<file path="src/rtl/bffma_pkg.sv">
// Shared widths and constants for the BF16 fused multiply-add datapath.
package bffma_pkg;

    localparam int DEF_EXP_WIDTH  = 8;
    localparam int DEF_SIG_WIDTH  = 7;
    localparam int DEF_CSIG_WIDTH = 23;
    localparam int DEF_BIAS       = 127;

    localparam int PROD_WIDTH = 2 * (DEF_SIG_WIDTH + 1);
    localparam int SEXP_WIDTH = DEF_EXP_WIDTH + 2;

    localparam logic [DEF_EXP_WIDTH-1:0] EXP_ALL_ONES = {DEF_EXP_WIDTH{1'b1}};

endpackage

</file>
<file path="src/rtl/bffma_pipe_ctrl.sv">
// Two-slot valid/ready controller for the product stage: one valid bit per
// pipeline stage, each stage loads when empty or draining the same cycle.
module bffma_pipe_ctrl (
    input  logic clk,
    input  logic rst_n,
    input  logic i_in_valid,
    input  logic i_out_ready,
    output logic o_in_ready,
    output logic o_s1_load,
    output logic o_s2_load,
    output logic o_out_valid
);

    logic r_s1_valid;
    logic r_s2_valid;

    assign o_s2_load   = r_s1_valid & (~r_s2_valid | i_out_ready);
    assign o_in_ready  = rst_n & (~r_s1_valid | o_s2_load);
    assign o_s1_load   = i_in_valid & o_in_ready;
    assign o_out_valid = r_s2_valid;

    // Stage occupancy: fill on load, empty when contents move on without refill.
    always_ff @(posedge clk or negedge rst_n) begin
        if (!rst_n) begin
            r_s1_valid <= 1'b0;
            r_s2_valid <= 1'b0;
        end else begin
            if (o_s1_load | o_s2_load) begin
                r_s1_valid <= o_s1_load;
            end
            if (o_s2_load | i_out_ready) begin
                r_s2_valid <= o_s2_load;
            end
        end
    end

endmodule

</file>
<file path="src/rtl/bffma_mul_stage.sv">
// Two-stage A*B product stage of the BF16 FMA: decode/clean in S1, exact
// multiply and exponent arithmetic in S2. Optional macro: BFFMA_SPECIAL_EN.
module bffma_mul_stage
    import bffma_pkg::*;
#(
    parameter int EXP_WIDTH  = DEF_EXP_WIDTH,
    parameter int SIG_WIDTH  = DEF_SIG_WIDTH,
    parameter int CSIG_WIDTH = DEF_CSIG_WIDTH,
    parameter int BIAS       = DEF_BIAS
) (
    input  logic                            clk,
    input  logic                            rst_n,
    input  logic                            in_valid,
    output logic                            in_ready,
    input  logic                            aIsSubnormal,
    input  logic                            bIsSubnormal,
    input  logic                            cIsSubnormal,
    input  logic                            aSign,
    input  logic                            bSign,
    input  logic                            cSign,
    input  logic [EXP_WIDTH-1:0]            aExp,
    input  logic [EXP_WIDTH-1:0]            bExp,
    input  logic [EXP_WIDTH-1:0]            cExp,
    input  logic [SIG_WIDTH:0]              aSig,
    input  logic [SIG_WIDTH:0]              bSig,
    input  logic [CSIG_WIDTH:0]             cSig,
    output logic                            out_valid,
    input  logic                            out_ready,
    output logic                            prodSign,
    output logic signed [EXP_WIDTH+1:0]     prodExp,
    output logic [2*(SIG_WIDTH+1)-1:0]      prodSig,
    output logic signed [EXP_WIDTH+1:0]     expDiff,
    output logic                            cSignOut,
    output logic [EXP_WIDTH-1:0]            cExpOut,
    output logic [CSIG_WIDTH:0]             cSigOut,
    output logic                            prodZero,
    output logic                            cZero,
    output logic                            prodNaN,
    output logic                            prodInf,
    output logic                            cNaN,
    output logic                            cInf
);

    localparam int SW = SIG_WIDTH + 1;
    localparam int PW = 2 * SW;
    localparam int XW = EXP_WIDTH + 2;
    localparam int CW = CSIG_WIDTH + 1;

    logic w_s1_load;
    logic w_s2_load;

    bffma_pipe_ctrl u_ctrl (
        .clk         (clk),
        .rst_n       (rst_n),
        .i_in_valid  (in_valid),
        .i_out_ready (out_ready),
        .o_in_ready  (in_ready),
        .o_s1_load   (w_s1_load),
        .o_s2_load   (w_s2_load),
        .o_out_valid (out_valid)
    );

    // The unpacker marks true zero with a hidden bit, so zero is decoded here.
    logic                 w_a_zero, w_b_zero, w_c_zero;
    logic [EXP_WIDTH-1:0] w_a_eff, w_b_eff, w_c_eff;
    logic [SW-1:0]        w_a_sig, w_b_sig;

    assign w_a_zero = (aExp == {EXP_WIDTH{1'b0}}) & ~aIsSubnormal;
    assign w_b_zero = (bExp == {EXP_WIDTH{1'b0}}) & ~bIsSubnormal;
    assign w_c_zero = (cExp == {EXP_WIDTH{1'b0}}) & ~cIsSubnormal;
    assign w_a_eff  = aIsSubnormal ? EXP_WIDTH'(1'b1) : aExp;
    assign w_b_eff  = bIsSubnormal ? EXP_WIDTH'(1'b1) : bExp;
    assign w_c_eff  = cIsSubnormal ? EXP_WIDTH'(1'b1) : cExp;
    assign w_a_sig  = w_a_zero ? {SW{1'b0}} : aSig;
    assign w_b_sig  = w_b_zero ? {SW{1'b0}} : bSig;

    logic                 r1_a_sign, r1_b_sign, r1_c_sign;
    logic [EXP_WIDTH-1:0] r1_a_eff, r1_b_eff, r1_c_eff, r1_c_exp;
    logic [SW-1:0]        r1_a_sig, r1_b_sig;
    logic [CW-1:0]        r1_c_sig;
    logic                 r1_prod_zero, r1_c_zero;

    // S1 register: decoded operand fields.
    always_ff @(posedge clk or negedge rst_n) begin
        if (!rst_n) begin
            r1_a_sign    <= 1'b0;
            r1_b_sign    <= 1'b0;
            r1_c_sign    <= 1'b0;
            r1_a_eff     <= {EXP_WIDTH{1'b0}};
            r1_b_eff     <= {EXP_WIDTH{1'b0}};
            r1_c_eff     <= {EXP_WIDTH{1'b0}};
            r1_c_exp     <= {EXP_WIDTH{1'b0}};
            r1_a_sig     <= {SW{1'b0}};
            r1_b_sig     <= {SW{1'b0}};
            r1_c_sig     <= {CW{1'b0}};
            r1_prod_zero <= 1'b0;
            r1_c_zero    <= 1'b0;
        end else if (w_s1_load) begin
            r1_a_sign    <= aSign;
            r1_b_sign    <= bSign;
            r1_c_sign    <= cSign;
            r1_a_eff     <= w_a_eff;
            r1_b_eff     <= w_b_eff;
            r1_c_eff     <= w_c_eff;
            r1_c_exp     <= cExp;
            r1_a_sig     <= w_a_sig;
            r1_b_sig     <= w_b_sig;
            r1_c_sig     <= cSig;
            r1_prod_zero <= w_a_zero | w_b_zero;
            r1_c_zero    <= w_c_zero;
        end
    end

    // Zero-extended exponent sums cannot wrap in XW signed bits.
    logic [XW-1:0] w_prod_exp;
    logic [XW-1:0] w_exp_diff;
    logic [PW-1:0] w_prod_sig;

    assign w_prod_exp = {2'b00, r1_a_eff} + {2'b00, r1_b_eff} - XW'(BIAS);
    assign w_exp_diff = w_prod_exp - {2'b00, r1_c_eff};
    assign w_prod_sig = PW'(r1_a_sig) * PW'(r1_b_sig);

    logic                 r2_prod_sign, r2_c_sign;
    logic [XW-1:0]        r2_prod_exp, r2_exp_diff;
    logic [PW-1:0]        r2_prod_sig;
    logic [EXP_WIDTH-1:0] r2_c_exp;
    logic [CW-1:0]        r2_c_sig;
    logic                 r2_prod_zero, r2_c_zero;

    // S2 register: product, exponents and carried C fields.
    always_ff @(posedge clk or negedge rst_n) begin
        if (!rst_n) begin
            r2_prod_sign <= 1'b0;
            r2_c_sign    <= 1'b0;
            r2_prod_exp  <= {XW{1'b0}};
            r2_exp_diff  <= {XW{1'b0}};
            r2_prod_sig  <= {PW{1'b0}};
            r2_c_exp     <= {EXP_WIDTH{1'b0}};
            r2_c_sig     <= {CW{1'b0}};
            r2_prod_zero <= 1'b0;
            r2_c_zero    <= 1'b0;
        end else if (w_s2_load) begin
            r2_prod_sign <= r1_a_sign ^ r1_b_sign;
            r2_c_sign    <= r1_c_sign;
            r2_prod_exp  <= w_prod_exp;
            r2_exp_diff  <= w_exp_diff;
            r2_prod_sig  <= w_prod_sig;
            r2_c_exp     <= r1_c_exp;
            r2_c_sig     <= r1_c_sig;
            r2_prod_zero <= r1_prod_zero;
            r2_c_zero    <= r1_c_zero;
        end
    end

    assign prodSign = r2_prod_sign;
    assign prodExp  = r2_prod_exp;
    assign prodSig  = r2_prod_sig;
    assign expDiff  = r2_exp_diff;
    assign cSignOut = r2_c_sign;
    assign cExpOut  = r2_c_exp;
    assign cSigOut  = r2_c_sig;
    assign prodZero = r2_prod_zero;
    assign cZero    = r2_c_zero;

`ifdef BFFMA_SPECIAL_EN
    localparam logic [EXP_WIDTH-1:0] ONES = {EXP_WIDTH{1'b1}};

    logic w_a_frac_nz, w_b_frac_nz, w_c_frac_nz;
    logic w_a_nan, w_b_nan, w_c_nan, w_a_inf, w_b_inf, w_c_inf;
    logic w_prod_nan, w_prod_inf;

    assign w_a_frac_nz = |aSig[SIG_WIDTH-1:0];
    assign w_b_frac_nz = |bSig[SIG_WIDTH-1:0];
    assign w_c_frac_nz = |cSig[CSIG_WIDTH-1:0];
    assign w_a_nan     = (aExp == ONES) &  w_a_frac_nz;
    assign w_a_inf     = (aExp == ONES) & ~w_a_frac_nz;
    assign w_b_nan     = (bExp == ONES) &  w_b_frac_nz;
    assign w_b_inf     = (bExp == ONES) & ~w_b_frac_nz;
    assign w_c_nan     = (cExp == ONES) &  w_c_frac_nz;
    assign w_c_inf     = (cExp == ONES) & ~w_c_frac_nz;
    // Inf times zero is invalid and reported as NaN.
    assign w_prod_nan  = w_a_nan | w_b_nan | (w_a_inf & w_b_zero) | (w_b_inf & w_a_zero);
    assign w_prod_inf  = (w_a_inf | w_b_inf) & ~w_prod_nan;

    logic [3:0] r1_spec, r2_spec;

    // Special-value flags travel alongside the data through both stages.
    always_ff @(posedge clk or negedge rst_n) begin
        if (!rst_n) begin
            r1_spec <= 4'b0000;
            r2_spec <= 4'b0000;
        end else begin
            if (w_s1_load) begin
                r1_spec <= {w_prod_nan, w_prod_inf, w_c_nan, w_c_inf};
            end
            if (w_s2_load) begin
                r2_spec <= r1_spec;
            end
        end
    end

    assign prodNaN = r2_spec[3];
    assign prodInf = r2_spec[2];
    assign cNaN    = r2_spec[1];
    assign cInf    = r2_spec[0];
`else
    assign prodNaN = 1'b0;
    assign prodInf = 1'b0;
    assign cNaN    = 1'b0;
    assign cInf    = 1'b0;
`endif

endmodule
</file>
<file path="config.mk">
export PLATFORM = sky130hd
export DESIGN_NAME = bffma_mul_stage
export DESIGN_NICKNAME = d
export VERILOG_FILES = /design/src/rtl/bffma_pkg.sv /design/src/rtl/bffma_pipe_ctrl.sv /design/src/rtl/bffma_mul_stage.sv
export SDC_FILE = /design/constraint.sdc
export NUM_CORES = 1
export LEC_CHECK = 0
export CAP_MARGIN = 20
export CORE_MARGIN = 2
export CORE_UTILIZATION = 48
export CTS_CLUSTER_DIAMETER = 150
export DETAILED_ROUTE_END_ITERATION = 8
export PLACE_DENSITY = 0.75
export SLEW_MARGIN = 20
export SYNTH_ARGS = -nofsm -noshare
export SYNTH_HDL_FRONTEND = slang
export SYNTH_SLANG_ARGS = --single-unit
</file>
<file path="constraint.sdc">
create_clock -name clk -period 4.15 [get_ports clk]
set_input_delay 1.0375 -clock clk [delete_from_list [all_inputs] [get_ports clk]]
set_output_delay 1.0375 -clock clk [all_outputs]
set_load 0.05 [all_outputs]
</file>
==> qor_table.md <==
| Quantity | Reported |
|---|---|
| Status | finished, violations left |
| Violations in the final reports | negative setup slack |
| Final setup margin | -0.0330 ns |
| Met3 track demand over resource in global routing | 7.52% |
| Kind of start point of the critical path | register |
| Number of buffer cells added on primary ports | 147 |
| CP bufs+invs | 4 |
| Number of top-level pins | 152 |
| Time the worst path needs with I/O delays and setup | 4.18 ns |
| Die W | 137 um |
| Power per unit of standard cell area | 642 nW/um^2 |
| Slew Limit Fails | 0 |
| Post-synthesis instance total | 848 |
| Number of clock buffers inserted by TritonCTS | 17 |
| Pin count of the biggest net entering global routing | 76 |
| Syn Area/Cell | 10.0 um^2 |
| Final period util | 101% |
| Post-Layout Inst Area | 11,300 um^2 |
| Cell type with the highest occurrence count on the critical path | sky130_fd_sc_hd__fa_1 |
| Critical path's slowest cell | sky130_fd_sc_hd__fa_1 |
| Distinct cell type count after synthesis | 44 |
| Number of detailed-routing iterations run before antenna repair | 5 |
| Maximum ir drop on the vdd rail | 0.379 mV |
| Count of antenna diodes in the layout | 0 |
| Bufs on Longest Clock Path | 2 |
| Worst R2R Start | r1_a_sig[3] |
| Area of the core region | 17,300 um^2 |
| Yosys synthesis warning count | 0 |
| Count of hold buffers inserted by post-cts repair | 0 |
| Antenna violations before repair | 1 |
| Area fraction of the dominant cell type after synthesis | 44.5% |
| Sequential share of the synthesized area | 44.5% |
| Layout cells sized above 1 | 15.8% |
| Origin of the worst setup path | r1_a_sig[3] |
| Area contributors post-synth | sky130_fd_sc_hd__dfrtp_1 44%, sky130_fd_sc_hd__nand2_1 9.2%, sky130_fd_sc_hd__fa_1 9.0%, sky130_fd_sc_hd__ha_1 8.7%, sky130_fd_sc_hd__mux2_2 4.8% |
| Path category of the worst min-delay check | in -> async |
| Setup Viol. Count Final | 1 |
| Maximum fanout count along the critical path | 6 |
| Number of vias per cell | 5.11 |
| Primary FF master, synth | sky130_fd_sc_hd__dfrtp_1 |
| Vias | 6,476 |
| Unrepaired setup endpoints after global routing | true |
| Clock Pin Slew Worst Setup and Hold Paths | 0.07 ns |
| Die span in y | 137 um |
| M2 GR Usage | 35.2% |
| Critical Path Max Stage Delay | 0.55 ns |
| Congestion Overflow GR | 0 |
| Tightest Pin Transition | 0.940 ns |
| Max-cap viol count | 0 |
| Placed Instances | 1,227 |
| Leak | 5.42 nW |
| Total Power | 0.00722 W |
| Antenna violation net count after detailed routing | 0 |
| Clk_skew | 0.0110 ns |
| Final design utilization | 65.0% |
| HPWL after detailed placement | 14.6 mm |
| Total DRC errors in the routed layout | 0 |
| Number of global-route vias before repair | 6,516 |
| CTS Root Buffer Type | sky130_fd_sc_hd__clkbuf_16 |
| Cell family contributing the most delay on the critical path | adder cells |
| Number of flops mapped to enable cells by yosys | 0 |
| Global-route wire length before repair | 32.6 mm |
| Rows | 48 |
| Post-Layout Cell Count | 1,268 |
| Nature of the critical path endpoint | register |
| Max Clock Freq | 239 MHz |
| Final Wtd Congestion | 0.851 |
| Deepest level of the CTS H-tree | 4 |
| Global routing usage on met1 | 29.7% |
| Clock latency on the worst-skew pair | 0.43 ns |
| Classification of the worst setup path | reg -> reg |
| All-layer global routing usage | 22.4% |
| Synthesized cell area | 8500 um^2 |
| Initial core utilization | 49.1% |
| Initial detailed-routing violation count | 270 |
| Crit path DAT | 4.51 ns |
| Hold violation count in the final report | 0 |
| TritonCTS clock tree | yes |
| Share of synthesized flip-flops with an asynchronous set or reset | 100% |
| Worst hold slack across all endpoints | 0.416 ns |
| Req. time, crit path | 4.48 ns |
| Busiest metal layer after global routing | met2 |
| Cell taking the most area after synthesis | sky130_fd_sc_hd__dfrtp_1 |
| Most instantiated cells after synthesis | 208 x sky130_fd_sc_hd__nand2_1, 151 x sky130_fd_sc_hd__dfrtp_1, 61 x sky130_fd_sc_hd__inv_1 |
| Placed cell areas | 10,400 um^2 |
| Per-cell routed wire length | 15.7 um |
| Clock sink total | 151 |
| Area enclosed by the die boundary | 18,800 um^2 |
| Count leader, synth | sky130_fd_sc_hd__nand2_1 |
| Wire length reported by the detailed router | 19.9 mm |
| Series of cell instances along the critical path | buf_4, and2_1, fa_2, fa_1, inv_1, fa_1, fa_1, inv_1, ha_4, buf_4, nand2_1, o211ai_1, o211a_1, o21a_1, o31ai_1 |
| Max transition margin | 37.3% |
| Net total in the final layout | 1,201 |
| Flops & latches, synth | 151 |
| Area added between synthesis and finish | 32.4% |
[worst register-to-register path: cells and delay by family, from the launching register on]
family,cells,cell delay (ns)
adder cells (fa/ha/maj),5,2.16
flip-flops,1,0.45
AO/OA/AOI/OAI,4,0.85
buffers and inverters,4,0.41
AND/OR/NAND/NOR,2,0.23
[cell families (layout without fill, tap and decap cells)]
family                   count (synthesis)  count (layout)  synth area share [%]
buffers and inverters                   93             285                  4.34
flip-flops                             151             151                  44.5
other                                    1               4                0.0441
AO/OA/AOI/OAI                          117             117                  8.91
AND/OR/NAND/NOR                        334             334                  17.9
adder cells (fa/ha/maj)                 97              97                  17.6
multiplexers                            36              36                  4.77
XOR/XNOR                                19              19                  1.96
[final timing paths]
path / endpoint / slack [ns] / depth (start not counted)
min in group clk: cSigOut[0] / 0.46 / 2
worst max register to register: prodSig[12] / -0.03 / 15
worst max-delay path: prodSig[12] / -0.03 / 15
max in group asynchronous: r1_a_sig[4] / 2.54 / 2
worst min-delay path: cSigOut[22] / 0.42 / 1
worst min register to register: cSigOut[0] / 0.46 / 2
[metrics by stage]
step | setup TNS, ns | setup WS (ns)
floorplan | 0 | 0.0787
global placement | -0.0862 | -0.0512
finish | -0.0330 | -0.0330
global route | -0.505 | -0.173
CTS | -0.0370 | -0.0370
detailed placement | -0.417 | -0.162
[power breakdown]
part           switching (W)  internal (W)
clock network       0.000688      0.000872
logic                0.00212       0.00149
registers           0.000221       0.00183
total                0.00303       0.00419
[layout make-up]
cell class | instances | area, um^2
fill | 1410 | 6050
multi-input combinational | 607 | 4520
sequential | 151 | 3790
timing repair buffer | 192 | 1830
clock buffer | 18 | 439
tap | 225 | 282
inverter | 61 | 229
clock inverter | 14 | 158
[registers in the layout, summed over array words and instances (netlist names), 8 cells and up]
register,count
r1_b_eff,8
cExpOut,8
r1_a_eff,8
r1_a_sig,8
r1_c_eff,8
prodExp,10
r1_b_sig,8
r1_c_sig,24
r1_c_exp,8
expDiff,10
cSigOut,24
prodSig,16
[per-layer routing]
metal / part of all wire, % / routed length (um) / vias up
li1: - / - / 3145
met1: 45 / 8970 / 3148
met2: 47 / 9270 / 157
met3: 6.9 / 1380 / 26
met4: 1.5 / 305 / 0
met5: 0 / 0 / -
[timing repair]
action	4_1_cts	5_1_grt
pin swaps	5	30
setup buffers	2	7
endpoints found under the setup margin	5	6
resized for setup	12	40
[placed cells by master (no fill, tap or decap), drive strengths merged, types with 5 or more instances in the layout]
cell type | Yosys | routed
fa | 38 | 38
clkinv | 0 | 5
inv | 61 | 69
xor2 | 12 | 12
ha | 59 | 59
nand2b | 29 | 29
and2 | 54 | 54
clkbuf | 20 | 18
nor2 | 17 | 17
clkdlybuf4s50 | 0 | 145
o21a | 5 | 5
dfrtp | 151 | 151
o21ai | 51 | 51
a22o | 16 | 16
buf | 12 | 47
a21oi | 14 | 14
nand2 | 208 | 208
mux2 | 36 | 36
nand3 | 5 | 5
xnor2 | 7 | 7
a21o | 9 | 9
o31ai | 5 | 5
nor3 | 6 | 6
Power figures use the tool's default switching activity.
